`src/rtl/irrigation_sequencer.sv`:
```
// -----------------------------------------------------------------------------
// irrigation_sequencer
//   Central controller of the residential irrigation system. The tank level
//   sensors and the soil/rain sensors pass through 2-FF synchronisers. The
//   level vector is then debounced, and the resulting filtered levels drive
//   the irrigation FSM (sprinkler / drip / cooldown / error) and the fill valve
//   hysteresis. A one-cycle 'pulse' strobe tells the display decoder that the
//   state or the filtered levels changed.
//
// Ports
//   clk, reset        system clock, asynchronous active-high reset
//   tick              1-cycle time-base enable, synchronous to clk
//   l, m, h           raw tank level sensors (1 = water present), asynchronous
//   soil_dry, rain    raw soil / rain sensors, asynchronous
//   l_f, m_f, h_f     filtered tank levels
//   As, Gt            sprinkler / drip valves (also decoder mode lines)
//   valve_in          tank fill valve
//   alarm             invalid filtered level combination
//   state             FSM code: IDLE=0 SPRINKLE=1 DRIP=2 COOLDOWN=3 ERROR=4
//   pulse             1-cycle display refresh strobe
// -----------------------------------------------------------------------------
module irrigation_sequencer #(
    parameter int FILT_CYCLES    = 4,
    parameter int SPRINKLE_TICKS = 60,
    parameter int DRIP_TICKS     = 120,
    parameter int COOL_TICKS     = 10,
    parameter int TIMER_W        = 8
) (
    input  logic       clk,
    input  logic       reset,
    input  logic       tick,
    input  logic       l,
    input  logic       m,
    input  logic       h,
    input  logic       soil_dry,
    input  logic       rain,
    output logic       l_f,
    output logic       m_f,
    output logic       h_f,
    output logic       As,
    output logic       Gt,
    output logic       valve_in,
    output logic       alarm,
    output logic [2:0] state,
    output logic       pulse
);

    localparam int CNT_W = $clog2(FILT_CYCLES + 1);

    // The counter holds the number of identical samples seen after the first
    // sample of a run. So a value of FILT_CYCLES-1 means FILT_CYCLES identical
    // samples in a row.
    localparam logic [CNT_W-1:0]   CNT_LAST = CNT_W'(FILT_CYCLES - 1);
    localparam logic [TIMER_W-1:0] SPR_LAST = TIMER_W'(SPRINKLE_TICKS - 1);
    localparam logic [TIMER_W-1:0] DRP_LAST = TIMER_W'(DRIP_TICKS - 1);
    localparam logic [TIMER_W-1:0] CL_LAST  = TIMER_W'(COOL_TICKS - 1);

    typedef enum logic [2:0] {
        ST_IDLE     = 3'd0,
        ST_SPRINKLE = 3'd1,
        ST_DRIP     = 3'd2,
        ST_COOL     = 3'd3,
        ST_ERROR    = 3'd4
    } state_t;

    // Only the tank-filling staircase patterns are physically possible.
    function automatic logic lvl_valid(input logic [2:0] v);
        logic ok;
        case (v)
            3'b000, 3'b001, 3'b011, 3'b111: ok = 1'b1;
            default:                        ok = 1'b0;
        endcase
        return ok;
    endfunction

    // Synchroniser bit order: {rain, soil_dry, h, m, l}
    logic [4:0]         sync1_q, sync1_d;
    logic [4:0]         sync2_q, sync2_d;
    logic [2:0]         prev_lvl_q, prev_lvl_d;
    logic [CNT_W-1:0]   filt_cnt_q, filt_cnt_d;
    logic [2:0]         filt_q, filt_d;          // {h_f, m_f, l_f}
    state_t             state_q, state_d;
    logic [TIMER_W-1:0] timer_q, timer_d;
    logic               as_q, as_d;
    logic               gt_q, gt_d;
    logic               alarm_q, alarm_d;
    logic               valve_q, valve_d;
    logic               pulse_q, pulse_d;
    logic               init_q, init_d;

    logic [2:0] lvl_s;
    logic       dry_s;
    logic       rain_s;
    logic       want_water;

    always_comb begin
        sync1_d = {rain, soil_dry, h, m, l};
        sync2_d = sync1_q;

        lvl_s  = sync2_q[2:0];
        dry_s  = sync2_q[3];
        rain_s = sync2_q[4];

        // Level debounce: any change restarts the run of identical samples.
        prev_lvl_d = lvl_s;
        if (lvl_s != prev_lvl_q) begin
            filt_cnt_d = '0;
        end else if (filt_cnt_q != CNT_LAST) begin
            filt_cnt_d = filt_cnt_q + 1'b1;
        end else begin
            filt_cnt_d = filt_cnt_q;
        end
        // Once the run is long enough, reloading the same value is harmless.
        filt_d = (filt_cnt_d == CNT_LAST) ? lvl_s : filt_q;

        want_water = dry_s & ~rain_s;

        state_d = state_q;
        if (!lvl_valid(filt_q)) begin
            state_d = ST_ERROR;
        end else begin
            case (state_q)
                ST_ERROR: state_d = ST_IDLE;
                ST_IDLE: begin
                    if (want_water && filt_q[2]) begin
                        state_d = ST_SPRINKLE;
                    end else if (want_water && filt_q[1]) begin
                        state_d = ST_DRIP;
                    end
                end
                ST_SPRINKLE: begin
                    if (!want_water || !filt_q[1]) begin
                        state_d = ST_COOL;
                    end else if (tick && timer_q == SPR_LAST) begin
                        state_d = ST_COOL;
                    end
                end
                ST_DRIP: begin
                    if (!want_water || !filt_q[0]) begin
                        state_d = ST_COOL;
                    end else if (tick && timer_q == DRP_LAST) begin
                        state_d = ST_COOL;
                    end
                end
                ST_COOL: begin
                    if (tick && timer_q == CL_LAST) begin
                        state_d = ST_IDLE;
                    end
                end
                default: state_d = ST_IDLE;
            endcase
        end

        // A state change (including an abort on a tick cycle) clears the timer,
        // so an aborting tick never advances it.
        if (state_d != state_q) begin
            timer_d = '0;
        end else if (tick && (state_q == ST_SPRINKLE || state_q == ST_DRIP ||
                              state_q == ST_COOL)) begin
            timer_d = timer_q + 1'b1;
        end else begin
            timer_d = timer_q;
        end

        as_d    = (state_d == ST_SPRINKLE);
        gt_d    = (state_d == ST_DRIP);
        alarm_d = (state_d == ST_ERROR);

        // The fill valve looks at the same filtered vector as the FSM. An invalid
        // vector therefore cannot open it for a cycle before ERROR is entered.
        if (state_d == ST_ERROR) begin
            valve_d = 1'b0;
        end else if (!filt_q[1]) begin
            valve_d = 1'b1;
        end else if (filt_q[2]) begin
            valve_d = 1'b0;
        end else begin
            valve_d = valve_q;
        end

        init_d  = 1'b0;
        pulse_d = init_q | (state_d != state_q) | (filt_d != filt_q);
    end

    always_ff @(posedge clk or posedge reset) begin
        if (reset) begin
            sync1_q    <= '0;
            sync2_q    <= '0;
            prev_lvl_q <= '0;
            filt_cnt_q <= '0;
            filt_q     <= '0;
            state_q    <= ST_IDLE;
            timer_q    <= '0;
            as_q       <= 1'b0;
            gt_q       <= 1'b0;
            alarm_q    <= 1'b0;
            valve_q    <= 1'b0;
            pulse_q    <= 1'b0;
            init_q     <= 1'b1;
        end else begin
            sync1_q    <= sync1_d;
            sync2_q    <= sync2_d;
            prev_lvl_q <= prev_lvl_d;
            filt_cnt_q <= filt_cnt_d;
            filt_q     <= filt_d;
            state_q    <= state_d;
            timer_q    <= timer_d;
            as_q       <= as_d;
            gt_q       <= gt_d;
            alarm_q    <= alarm_d;
            valve_q    <= valve_d;
            pulse_q    <= pulse_d;
            init_q     <= init_d;
        end
    end

    assign l_f      = filt_q[0];
    assign m_f      = filt_q[1];
    assign h_f      = filt_q[2];
    assign As       = as_q;
    assign Gt       = gt_q;
    assign valve_in = valve_q;
    assign alarm    = alarm_q;
    assign state    = state_q;
    assign pulse    = pulse_q;

endmodule

```
`config.mk`:
```
export PLATFORM = sky130hd
export DESIGN_NAME = irrigation_sequencer
export DESIGN_NICKNAME = d
export VERILOG_FILES = /design/src/rtl/irrigation_sequencer.sv
export SDC_FILE = /design/constraint.sdc
export NUM_CORES = 1
export LEC_CHECK = 0
export ABC_AREA = 1
export BUFFER_PORTS_ARGS = -buffer_cell sky130_fd_sc_hd__buf_2
export CAP_MARGIN = 20
export CORE_AREA = 3 3 64 66
export DETAILED_ROUTE_END_ITERATION = 8
export DIE_AREA = 0 0 67 69
export GPL_TIMING_DRIVEN = 0
export MAX_ROUTING_LAYER = met4
export PLACE_DENSITY = 0.67
export SYNTH_ARGS = -nofsm -noshare
export SYNTH_HDL_FRONTEND = slang
export SYNTH_SLANG_ARGS = --single-unit
```
`constraint.sdc`:
```
create_clock -name clk -period 1.9 [get_ports clk]
set_clock_uncertainty 0.05 [all_clocks]
set_input_delay 0.475 -clock clk [delete_from_list [all_inputs] [get_ports clk]]
set_output_delay 0.475 -clock clk [all_outputs]
set_load 0.01 [all_outputs]
```
==> impl_results.md, run 1 <==
- Status: completed
- Max-capacitance violation count: 0
- Worst skew pair latency: 0.28 ns
- Share of cells above drive strength 1: 0.329
- TritonRoute pass-1 iters: 4
- Vias: 1192
- Total negative slack: 0 ns
- First-pass GRT wire length: 5000 um
- Detailed Route WL: 2680 um
- Worst setup path class: reg -> reg
- Initial Util: 0.480
- Layout Utilization: 0.556
- Max H-tree Level: 2
- CTS tree: yes
- Post-CTS Hold Buffers: 0
- Vias in the first global route: 1194
- Worst Max-Slew Pin Slew: 0.579 ns
- GRT overflow: 0
- Ant diodes: 0
- Die area: 0.00462 mm^2
- GPL Wtd Cong: 0.812
- Clock buffer depth: 2
- Max Slew Vio Count: 0
- Mean Syn Cell Area: 9.08 um^2
- CTS resizes: 0
- P&R area growth vs syn: 15.9%
- # DRC: 0
- Endpoint class of the critical path: flop
- Fin Hold WS: 0.190 ns
- Worst Path Arrival: 1.86 ns
- Global router's overall resource usage: 0.142
- Sink Count: 36
- Hold crit path type: in -> async
- Fill cells: 339
- Final hold vios: 0
- Max rail drop VDD: 0.443 mV
- Post-CTS Setup Inserts: 0
- Clk slew on worst S/H paths: 0.07 ns
- Largest net degree at the start of global routing: 24
- Peak Freq: 575 MHz
- CP Data Required Time: 2.03 ns
- RSZ-0062 raised after global routing: no
- # nets final: 229
- I/O pin count: 19
- Die Y-Extent: 69 um
- Final Critical Period: 1.74 ns
- DR WL/cell: 10.1 um
- Rel. slew slack: 0.613
- Cell Pwr Density: 1210 mW/mm^2
- FF+latch count, synth: 36
- Root Driver: clkbuf_8
- Cts bufs inserted: 5
- Tcrit/Tclk final: 0.915
- LEAKAGE: 0.954 nW
- Final setup vio count: 0
- Initial DRC Count: 98
- YS warnings: 0
- IO buf count: 18
- Register Area: 902 um^2
- Placement row count: 22
- Crit path launch type: flop
- Dpl hpwl: 2080 um
- Antenna violations before repair: 0
- Post-Syn Nets: 203
- Max FO, Critical Path: 8
- Area occupied by multi-input gates: 713 um^2
- Antenna Violating Nets Remaining: 0
- Library cells used by synthesis: 27
- Mapped Area: 0.00174 mm^2
- Register area share after synthesis: 0.518
- Core Area: 0.00363 mm^2
- Vias per cell: 4.46
- Die X: 67 um
- Syn Inst Count: 192
layer usage:
metal | share of wire | vias up | global-route usage | wire, um
li1 | - | 642 | - | -
met1 | 0.47 | 526 | 0.183 | 1250
met2 | 0.48 | 17 | 0.212 | 1280
met3 | 0.038 | 7 | 0.0391 | 101
met4 | 0.020 | 0 | 0.0541 | 55
met5 | 0 | - | - | 0
sequential cells by signal, summed over array words and instances, names as in the netlist:
signal	flops
sync2_q	5
timer_q	8
valve_in	1
alarm	1
prev_lvl_q	3
Gt	1
init_q	1
filt_cnt_q	3
As	1
filt_q	3
sync1_q	5
pulse	1
state	3
cell usage after synthesis:
cell     instances  area, um^2
nand2_1         36         135
dfrtp_1         35         876
inv_1           22        82.6
nor2_1          16        60.1
nor2_2          12        75.1
inv_2           10        37.5
nand4_1          8        50.1
nand2_2          7        43.8
o21ai_1          6        30.0
nand3_1          5        25.0
nand3_2          5        50.1
xor2_1           5        43.8
xnor2_1          4        35.0
a21oi_1          3        15.0
ha_1             3        37.5
nor3_1           3        15.0
o21ai_0          2        10.0
a21oi_2          1        8.76
a21oi_4          1        16.3
buf_4            1        7.51
conb_1           1        3.75
dfstp_2          1        26.3
inv_4            1        6.26
nand2_4          1        11.3
nand2_8          1        20.0
nor2_4           1        11.3
nor3_2           1        10.0
worst max-delay path, cell delays in order, from the launching register on:
cell	delay, ns
dfrtp_1	0.40
inv_1	0.08
ha_1	0.15
nand2_1	0.06
nor2_1	0.10
nand2_1	0.09
a21oi_2	0.18
nand3_2	0.11
nand2_2	0.09
nand2_2	0.05
nand2_2	0.08
inv_4	0.05
nand2_8	0.09
nor2_2	0.04
metrics by stage:
stage | power, mW | setup slack, ns | std cells | cell area, um^2
after CTS | 2.47 | 0.148 | 267 | 2010
after global routing | 2.63 | 0.000468 | 267 | 2020
after global placement | 1.90 | 0.113 | 258 | 1890
after floorplan | 1.70 | 0.339 | 192 | 1740
final | 2.44 | 0.162 | 267 | 2020
after detailed placement | 1.92 | 0.139 | 259 | 1920
cell families after synthesis:
logic type,share of synthesized area
AOI/OAI and AO/OA,0.0459
buffers and inverters,0.0768
DFF,0.518
adders and majority gates,0.0215
other,0.00215
xor gates and xnor gates,0.0452
and+or+nand+nor,0.291
path summary, 6_finish.rpt:
check | depth (start not counted) | to | slack, ns | from
max in group asynchronous | 3 | init_q | 1.03 | reset
max reg2reg | 13 | timer_q[4] | 0.16 | timer_q[1]
min | 2 | timer_q[6] | 0.19 | reset
min in group clk | 1 | sync1_q[1] | 0.24 | m
min reg2reg | 0 | sync2_q[1] | 0.30 | sync1_q[1]
max | 13 | timer_q[4] | 0.16 | timer_q[1]
cells in the final DEF, fill, tap and decap left out, drive strengths merged, types with 2 or more instances in the layout:
master / synthesis / final
nor3: 4 / 4
inv: 33 / 33
nand2: 45 / 45
nor2: 29 / 29
ha: 3 / 3
clkbuf: 0 / 5
xnor2: 4 / 4
dfrtp: 35 / 35
o21ai: 8 / 8
nand3: 10 / 10
nand4: 8 / 8
a21oi: 5 / 5
xor2: 5 / 5
buf: 1 / 20
clkinvlp: 0 / 2
power by group:
| group | switching (mW) | internal (mW) | leakage, nW | total [mW] |
|---|---|---|---|---|
| Sequential | 0.105 | 0.876 | 0.453 | 0.981 |
| Combinational | 0.599 | 0.319 | 0.461 | 0.918 |
| Clock | 0.277 | 0.259 | 0.0404 | 0.537 |
| Total | 0.981 | 1.45 | 0.954 | 2.44 |
layout make-up:
| cell class | instances | share of cell area |
|---|---|---|
| plain buffers | 1 | 0.00372 |
| clock buffers | 5 | 0.0341 |
| well taps | 48 | 0.0297 |
| multi-input cells | 122 | 0.353 |
| flip-flops and latches | 36 | 0.447 |
| clock inverters | 3 | 0.0118 |
| inverters | 33 | 0.0626 |
| repair buffers | 19 | 0.0582 |
No activity file was read; power rests on OpenSTA's default activity.
==> inputs of run 2 (changes only) <==
--- a/config.mk
+++ b/config.mk
@@ -5,12 +5,11 @@
 export SDC_FILE = /design/constraint.sdc
 export NUM_CORES = 1
 export LEC_CHECK = 0
-export ABC_AREA = 1
 export BUFFER_PORTS_ARGS = -buffer_cell sky130_fd_sc_hd__buf_2
 export CAP_MARGIN = 20
-export CORE_AREA = 3 3 64 66
+export CORE_AREA = 3 3 61 63
 export DETAILED_ROUTE_END_ITERATION = 8
-export DIE_AREA = 0 0 67 69
+export DIE_AREA = 0 0 64 66
 export GPL_TIMING_DRIVEN = 0
 export MAX_ROUTING_LAYER = met4
 export PLACE_DENSITY = 0.67
==> impl_results.md, run 2 <==
- Most frequent cells in the layout: dfrtp_1, buf_2, nor2_1
- Placed insts: 200
- Hold crit path type: in -> async
- Worst Path Arrival: 2.26 ns
- Cell Pwr Density: 1190 mW/mm^2
- Clk slew on worst S/H paths: 0.11 ns
- Max FO, Critical Path: 5
- Worst skew pair latency: 0.35 ns
- Fin worst setup slack: -0.178 ns
- Dpl hpwl: 1990 um
- Placement row count: 21
- Endpoint class of the critical path: flop
- Most frequently used flop master after synthesis: dfrtp_1
- Synth Area in Compound Gates: 0.0801
- Detailed Route WL: 3160 um
- Mean Syn Cell Area: 11.7 um^2
- Initial DRC Count: 45
- First-pass GRT wire length: 5380 um
- # DRC: 0
- Largest register FFs: 8
- Max H-tree Level: 2
- LEAKAGE: 0.872 nW
- Final Non-Filler Cells: 221
- Post-CTS Hold Buffers: 0
- P&R area growth vs syn: 27.9%
- Most common cell in the netlist: dfrtp_1
- Synth area leaders: dfrtp_1, xnor2_1, nor2_1
- CP Data Required Time: 2.08 ns
- Largest family of logic cells by synthesized area: simple AND/OR/NAND/NOR gates
- Fill cells: 263
- Final setup vio count: 12
- Share of cells above drive strength 1: 0.360
- Antenna violations before repair: 0
- Core Area: 0.00328 mm^2
- GPL Wtd Cong: 0.955
- Global router's overall resource usage: 0.171
- Mapped Area: 0.00158 mm^2
- Multiplexer share of the synthesized area: 0.0349
- Tcrit/Tclk final: 1.09
- Largest net degree at the start of global routing: 25
- Max Slew Vio Count: 0
- EDFF count, synth: 0
- YS warnings: 0
- Vias in the first global route: 1179
- DR WL/cell: 14.3 um
- Top Registers: timer_q: 8 flops, sync1_q: 5 flops, sync2_q: 5 flops
- Die Y-Extent: 66 um
- Peak Freq: 481 MHz
- Violated checks: setup timing
- I/O pin count: 19
- Die X: 64 um
- Initial Util: 0.480
- Post-synth top cells: dfrtp_1, nor2_1, xnor2_1
- Yosys top cell area share: 0.555
- Largest register by flop count: timer_q
- Rel. slew slack: 0.626
- Status: complete, but fails checks
- Adder-cell share of the synthesized area: 0.0238
- Ant diodes: 0
- Synth Area in Simple Gates: 0.193
- Final Critical Period: 2.08 ns
- Crit path launch type: flop
- Die area: 0.00422 mm^2
- TritonRoute pass-1 iters: 4
- Synth Area in XOR/XNOR: 0.0777
- Max-capacitance violation count: 0
- Post-Syn Nets: 146
- Max rail drop VDD: 0.676 mV
- DP Area: 0.00178 mm^2
- # nets final: 185
- Worst setup path class: reg -> reg
- Fin Hold WS: 0.106 ns
- Vias: 1168
- Library cells used by synthesis: 42
- Final hold vios: 0
- Clock buffer depth: 2
- Worst Max-Slew Pin Slew: 0.560 ns
- Fin area: 0.00202 mm^2
- GRT overflow: 0
- FF+latch count, synth: 36
- Cts bufs inserted: 5
- Syn Inst Count: 135
- Synth area leader: dfrtp_1
- Sink Count: 36
- IO buf count: 18
- Antenna Violating Nets Remaining: 0
- Commonest non-fill, non-tap cell in the layout: dfrtp_1
- Root Driver: clkbuf_4
- Synth async-reset ratio: 1.00
- Total negative slack: -1.32 ns
- CTS tree: yes
- Vias per cell: 5.29
- RSZ-0062 raised after global routing: yes
- Register area share after synthesis: 0.572
## run 2: changes by cell type after synthesis, moves of 4 or more
| cell | before | now |
|---|---|---|
| mux2_2 | 0 | 4 |
| o21ai_1 | 6 | 0 |
| inv_1 | 22 | 7 |
| nand2_1 | 36 | 4 |
| nand2_2 | 7 | 0 |
| nand4_1 | 8 | 3 |
| nand3_2 | 5 | 0 |
| xnor2_1 | 4 | 11 |
| nor2_2 | 12 | 0 |
| inv_2 | 10 | 0 |
## run 2: timing repair
item,CTS,global route
setup endpoints to repair,15,16
pin swaps,2,7
cloned,0,1
setup buffers,9,3
gates resized for setup,8,8
## run 2: final timing paths
kind	cells after the start	start	end	slack [ns]
hold / removal	2	reset	Gt	0.11
hold reg to reg	0	sync1_q[3]	sync2_q[3]	0.31
setup / recovery	6	timer_q[1]	pulse	-0.18
max in group asynchronous	3	reset	init_q	1.11
setup reg to reg	6	timer_q[1]	pulse	-0.18
min in group clk	1	l	sync1_q[0]	0.18
## run 2: metal layers
layer | global-route usage | wire length [um]
met1 | 0.216 | 1390
met2 | 0.254 | 1550
met3 | 0.0561 | 163
met4 | 0.0728 | 63
met5 | - | 0
## run 2: final cells by class
cell class | count | area, um^2 | share of cell area
Clock buffer | 7 | 55.1 | 0.0273
Timing Repair Buffer | 31 | 208 | 0.103
Clock inverter | 1 | 7.51 | 0.00372
Sequential cell | 36 | 906 | 0.449
Inverter | 7 | 26.3 | 0.0130
Tap cell | 46 | 57.6 | 0.0285
Multi-Input combinational cell | 93 | 758 | 0.376
## run 2: logic make-up (layout without fill, tap and decap cells)
logic type | Yosys count | in the layout
AO/OA/AOI/OAI | 17 | 18
buffers and inverters | 7 | 46
AND/OR/NAND/NOR | 52 | 52
other | 1 | 1
multiplexers | 5 | 5
XOR/XNOR | 14 | 14
adder cells (fa/ha/maj) | 3 | 3
flip-flops | 36 | 36
## run 2: where the power goes
group          total, mW  internal (mW)  switching (mW)
Clock              0.435          0.181           0.254
Combinational      0.963          0.442           0.521
Sequential          1.00          0.893           0.109
Total               2.40           1.52           0.883
## run 2: critical path, cell delays in order, from the launching register on
cell	delay (ns)
dfrtp_1	0.41
ha_2	0.22
nor4bb_1	0.14
a21o_1	0.21
a2111oi_4	0.39
o211ai_4	0.17
or3_1	0.37
## run 2: per-stage QoR
| stage | utilization | setup slack, ns | total power, mW |
|---|---|---|---|
| 4_1_cts | 0.591 | -0.148 | 2.29 |
| 3_3_place_gp | 0.533 | -0.258 | 1.70 |
| 2_1_floorplan | - | -0.0327 | 1.50 |
| 3_5_place_dp | 0.541 | -0.222 | 1.72 |
| 5_1_grt | 0.614 | -0.277 | 2.56 |
| 6_report | 0.614 | -0.178 | 2.40 |
